`src/rtl/score_keeper.sv`:
```
// Round-robin add-points arbiter with a 3-digit packed-BCD score register.
// Ports: clk, reset_n, req_i/pts_i in, ack_o out, clr_i in, score_o/busy_o/done_o/ovf_o out. Macro: SCORE_KEEPER_SAT_EN.
module score_keeper #(
  parameter int N_REQ = 2
) (
  input  logic               clk,
  input  logic               reset_n,
  input  logic [N_REQ-1:0]   req_i,
  input  logic [8*N_REQ-1:0] pts_i,
  output logic [N_REQ-1:0]   ack_o,
  input  logic               clr_i,
  output logic [11:0]        score_o,
  output logic               busy_o,
  output logic               done_o,
  output logic               ovf_o
);

  localparam int IW = (N_REQ > 1) ? $clog2(N_REQ) : 1;

  typedef enum logic [2:0] {
    IDLE, GRANT, ADD0, ADD1, ADD2
  } state_t;

  state_t          state, state_n;
  logic [IW-1:0]   last_grant;
  logic [IW-1:0]   grant_idx;
  logic [7:0]      op;
  logic [11:0]     work;
  logic            carry;

  logic            any_req;
  logic            hi_any;
  logic [IW-1:0]   hi_idx;
  logic [IW-1:0]   lo_idx;
  logic [IW-1:0]   win_idx;
  logic [7:0]      sel_pts;
  logic [3:0]      wd;
  logic [3:0]      od;
  logic [4:0]      sum;
  logic [3:0]      dig;
  logic            cout;

  function automatic logic [7:0] clamp_bcd(input logic [7:0] v);
    logic [3:0] hi;
    logic [3:0] lo;
    hi = (v[7:4] > 4'd9) ? 4'd9 : v[7:4];
    lo = (v[3:0] > 4'd9) ? 4'd9 : v[3:0];
    return {hi, lo};
  endfunction

  // Descending scan leaves the lowest matching index; requesters
  // above last_grant take precedence, else wrap to the lowest.
  always_comb begin
    any_req = 1'b0;
    hi_any  = 1'b0;
    hi_idx  = '0;
    lo_idx  = '0;
    for (int k = N_REQ - 1; k >= 0; k--) begin
      if (req_i[k]) begin
        any_req = 1'b1;
        lo_idx  = IW'(k);
        if (k > int'(last_grant)) begin
          hi_any = 1'b1;
          hi_idx = IW'(k);
        end
      end
    end
    win_idx = hi_any ? hi_idx : lo_idx;
  end

  always_comb begin
    sel_pts = '0;
    for (int k = 0; k < N_REQ; k++) begin
      if (grant_idx == IW'(k)) sel_pts = pts_i[8*k +: 8];
    end
  end

  always_comb begin
    wd = 4'd0;
    od = 4'd0;
    unique case (state)
      ADD0: begin
        wd = work[3:0];
        od = op[3:0];
      end
      ADD1: begin
        wd = work[7:4];
        od = op[7:4];
      end
      ADD2: wd = work[11:8];
      default: ;
    endcase
    sum = {1'b0, wd} + {1'b0, od} + {4'd0, carry};
    if (sum > 5'd9) begin
      dig  = 4'(sum - 5'd10);
      cout = 1'b1;
    end else begin
      dig  = sum[3:0];
      cout = 1'b0;
    end
  end

  always_comb begin
    state_n = state;
    unique case (state)
      IDLE:    if (!clr_i && any_req) state_n = GRANT;
      GRANT:   state_n = ADD0;
      ADD0:    state_n = ADD1;
      ADD1:    state_n = ADD2;
      ADD2:    state_n = IDLE;
      default: state_n = IDLE;
    endcase
  end

  always_ff @(posedge clk) begin
    if (!reset_n) state <= IDLE;
    else          state <= state_n;
  end

  always_ff @(posedge clk) begin
    if (!reset_n) begin
      last_grant <= IW'(N_REQ - 1);
      grant_idx  <= '0;
      op         <= '0;
      work       <= '0;
      carry      <= 1'b0;
      ack_o      <= '0;
      score_o    <= '0;
      busy_o     <= 1'b0;
      done_o     <= 1'b0;
      ovf_o      <= 1'b0;
    end else begin
      ack_o  <= '0;
      done_o <= 1'b0;
      busy_o <= (state_n != IDLE);
      unique case (state)
        IDLE: begin
          if (clr_i) begin
            score_o <= '0;
            ovf_o   <= 1'b0;
          end else if (any_req) begin
            ack_o     <= N_REQ'(1) << win_idx;
            grant_idx <= win_idx;
          end
        end
        GRANT: begin
          op         <= clamp_bcd(sel_pts);
          work       <= score_o;
          carry      <= 1'b0;
          last_grant <= grant_idx;
        end
        ADD0: begin
          work[3:0] <= dig;
          carry     <= cout;
        end
        ADD1: begin
          work[7:4] <= dig;
          carry     <= cout;
        end
        ADD2: begin
          done_o <= 1'b1;
          if (cout) begin
            ovf_o <= 1'b1;
`ifdef SCORE_KEEPER_SAT_EN
            score_o <= 12'h999;
`else
            score_o <= {dig, work[7:0]};
`endif
          end else begin
            score_o <= {dig, work[7:0]};
          end
        end
        default: ;
      endcase
    end
  end

endmodule

```
`config.mk`:
```
export PLATFORM = sky130hd
export DESIGN_NAME = score_keeper
export DESIGN_NICKNAME = d
export VERILOG_FILES = /design/src/rtl/score_keeper.sv
export SDC_FILE = /design/constraint.sdc
export NUM_CORES = 1
export LEC_CHECK = 0
export BUFFER_PORTS_ARGS = -buffer_cell sky130_fd_sc_hd__buf_2
export CORE_ASPECT_RATIO = 1.1
export CORE_MARGIN = 10
export CORE_UTILIZATION = 55
export CTS_CLUSTER_DIAMETER = 50
export CTS_CLUSTER_SIZE = 25
export DETAILED_ROUTE_END_ITERATION = 10
export GPL_TIMING_DRIVEN = 0
export PLACE_DENSITY_LB_ADDON = 0.25
export SYNTH_ARGS = -nofsm -noshare
export SYNTH_HDL_FRONTEND = slang
export SYNTH_SLANG_ARGS = --single-unit
```
`constraint.sdc`:
```
create_clock -name clk -period 4.7 [get_ports clk]
set_input_delay 0.235 -clock clk [delete_from_list [all_inputs] [get_ports clk]]
set_output_delay 0.235 -clock clk [all_outputs]
set_load 0.02 [all_outputs]
```
==> impl_metrics.env <==
export IMPL_synth_edff_count=0
export IMPL_totalWireLength_um=5810
export IMPL_antenna_found_initial=0
export IMPL_hold_viol_final=0
export IMPL_dp_hpwl_um=4330
export IMPL_place_ws_ns=0.881
export IMPL_crit_path_start_kind="flip-flop"
export IMPL_rsz0062_at_grt="false"
export IMPL_synth_top_family_by_area="compound AO/OA/AOI/OAI gates"
export IMPL_p_per_area_nw_per_um2=311
export IMPL_synth_simple_area_share=0.206
export IMPL_ys_seq_area_frac=0.391
export IMPL_dieWidth_um=80.3
export IMPL_worst_slack_ns=0.770
export IMPL_post_cts_setup_buffer_count=0
export IMPL_wl_per_cell_um=16.6
export IMPL_initial_core_util=0.564
export IMPL_synth_top_area_frac=0.391
export IMPL_dieArea_um2=6940
export IMPL_insertion_delay_ns=0.30
export IMPL_syn_avg_cell_area_um2=8.70
export IMPL_synth_mux_area_fraction=0.102
export IMPL_routed_top_layer="met4"
export IMPL_synthesis_nets=280
export IMPL_synth_ff_type="dfxtp_1"
export IMPL_synth_cells=253
export IMPL_synth_fa_ha_area_frac=0.0409
export IMPL_leakage_nw=1.03
export IMPL_path_clk_slew_ns=0.08
export IMPL_cts_buffers_inserted=5
export IMPL_tightestPinTransition_ns=0.615
export IMPL_setup_violations=0
export IMPL_gp_congestion=0.881
export IMPL_grt_pass1_vias=2005
export IMPL_num_io_pins=38
export IMPL_ys_ff_latch=43
export IMPL_drive_gt1_frac=0.211
export IMPL_row_count=24
export IMPL_maxCapViolCount=0
export IMPL_min_path_type="in2reg"
export IMPL_period_minus_slack_ns=3.93
export IMPL_cts_max_level=2
export IMPL_die_h_um=86.4
export IMPL_grt_pass1_wl_um=9440
export IMPL_critical_path_max_fanout=10
export IMPL_numClockSinks=43
export IMPL_synth_area_leader_cell="dfxtp_1"
export IMPL_netlist_area_um2=2200
export IMPL_syn2layout_area_growth_pct=16.5
export IMPL_tns_ns=0
export IMPL_globalRoute_totalOverflow=0
export IMPL_num_nets_final=324
export IMPL_cts_tree="built"
export IMPL_synthArstFlopShare=0
export IMPL_route_met2_wl_um=2880
export IMPL_postCtsHoldBufs=0
export IMPL_ant_nets=0
export IMPL_critical_path_class="reg2reg"
export IMPL_clock_path_buffers=2
export IMPL_first_pass_iters=6
export IMPL_synth_xor_area_frac=0.00795
export IMPL_via_per_inst=5.96
export IMPL_yosysWarnings=0
export IMPL_vdd_drop_max_mv=0.205
export IMPL_drt_iter0_drc=234
export IMPL_cts_resized=0
export IMPL_period_share=0.836
export IMPL_run_status="complete, no violations"
export IMPL_worstPathArrival_ns=4.12
export IMPL_slew_headroom=0.590
export IMPL_cp_required_ns=4.89
export IMPL_grtUsageTotal=0.169
export IMPL_drc_errors=0
export IMPL_io_buffers=37
export IMPL_synth_distinct_cells=50
export IMPL_cts_root_buf="clkbuf_8"
export IMPL_endpoint_kind="flip-flop"
export IMPL_wl_met3_um=427
export IMPL_total_power_mw=0.798
export IMPL_core_area_um2=3900
export IMPL_vias=2087
export IMPL_synth_compound_area_frac=0.210
export IMPL_final_max_slew_viol_count=0
export IMPL_fin_util=0.657
export IMPL_grt_max_degree=15
export IMPL_synth_area_leaders="dfxtp_1 39%, mux2i_1 8.6%, nand2_1 4.6%, a21oi_1 4.1%, nor2_1 3.8%"
export IMPL_diodes=0
export IMPL_wl_met1_um=2370
export IMPL_clock_skew_ns=0.00429
export IMPL_fmax_mhz=254
==> power breakdown <==
part	internal, mW	switching (mW)	total, mW	leakage (nW)
registers	0.378	0.00829	0.386	0.349
clock network	0.158	0.132	0.290	0.0581
logic	0.0449	0.0772	0.122	0.624
total	0.581	0.217	0.798	1.03
==> Yosys cell counts, drive strengths merged (2+ instances only) <==
library cell,n
a211oi,3
a21oi,18
a22o,9
a22oi,2
a31oi,2
and2,5
and3,4
and4,2
buf,6
clkbuf,9
dfxtp,43
fa,2
ha,4
inv,8
mux2,3
mux2i,19
nand2,27
nand2b,5
nand3,4
nor2,22
nor2b,2
nor3,6
o211ai,3
o21ai,16
o22ai,2
o31ai,3
or2,4
xnor2,2
==> kinds of logic after synthesis <==
logic type / count (synthesis)
mux: 22
fa+ha+maj: 6
xor+xnor: 2
compound gates: 68
simple gates: 89
buf+inv: 23
flops: 43
==> worst max-delay path: stages (launching register included) <==
cell and delay [ns]:
dfxtp_1 0.36, buf_2 0.21, buf_2 0.34, mux2i_1 0.27, o21ai_0 0.14, fa_1 0.46, fa_1 0.41, xnor2_1 0.39
ha_1 0.26, nor2b_1 0.21, a31o_4 0.18, nor3_4 0.05, mux2i_1 0.21, a221o_1 0.33
==> metrics by stage <==
stage | cells | hold WS (ns) | instance area, um^2
6_report | 350 | 0.187 | 2560
3_5_place_dp | 342 | 0.449 | 2450
4_1_cts | 350 | 0.188 | 2560
3_3_place_gp | 342 | 0.439 | 2450
5_1_grt | 350 | 0.188 | 2560
2_1_floorplan | 253 | 0.371 | 2200
==> state kept, by name (all words and copies together), names as in the netlist, 2 cells and up <==
register / flops
state: 3
ack_o: 2
score_o: 12
work: 12
op: 8
==> layout by cell type (no fill, tap or decap), types with 5 or more instances in the layout <==
master and n:
a22o_1 9, nand2_1 27, clkbuf_8 5, mux2i_1 19, buf_2 43, clkbuf_1 9, inv_1 8, nand2b_1 5
dfxtp_1 43, nor2_1 22, a21oi_1 18, nor3_1 5, and2_1 5, o21ai_0 15
==> routing by layer <==
| metal | global-route usage | vias up |
|---|---|---|
| met3 | 0.0352 | 13 |
| met4 | 0.0609 | 0 |
| met2 | 0.286 | 77 |
| met5 | 0 | - |
| met1 | 0.206 | 998 |
| li1 | - | 999 |
==> final cells by class <==
cell class | count | area [um^2]
buffer | 15 | 63.8
tap | 52 | 65.1
multi-input combinational | 187 | 1250
inverter | 8 | 30.0
clock inverter | 3 | 43.8
timing repair buffer | 37 | 185
sequential | 43 | 861
clock buffer | 5 | 68.8
fill | 365 | 1340
==> path summary, 6_finish.rpt <==
path | slack, ns | cells after the start | end | start
hold / removal | 0.19 | 3 | ack_o[0] | req_i[0]
setup reg to reg | 0.77 | 13 | score_o[10] | state[0]
hold reg to reg | 0.46 | 2 | work[11] | work[11]
setup / recovery | 0.77 | 13 | score_o[10] | state[0]
Power figures use the tool's default switching activity.
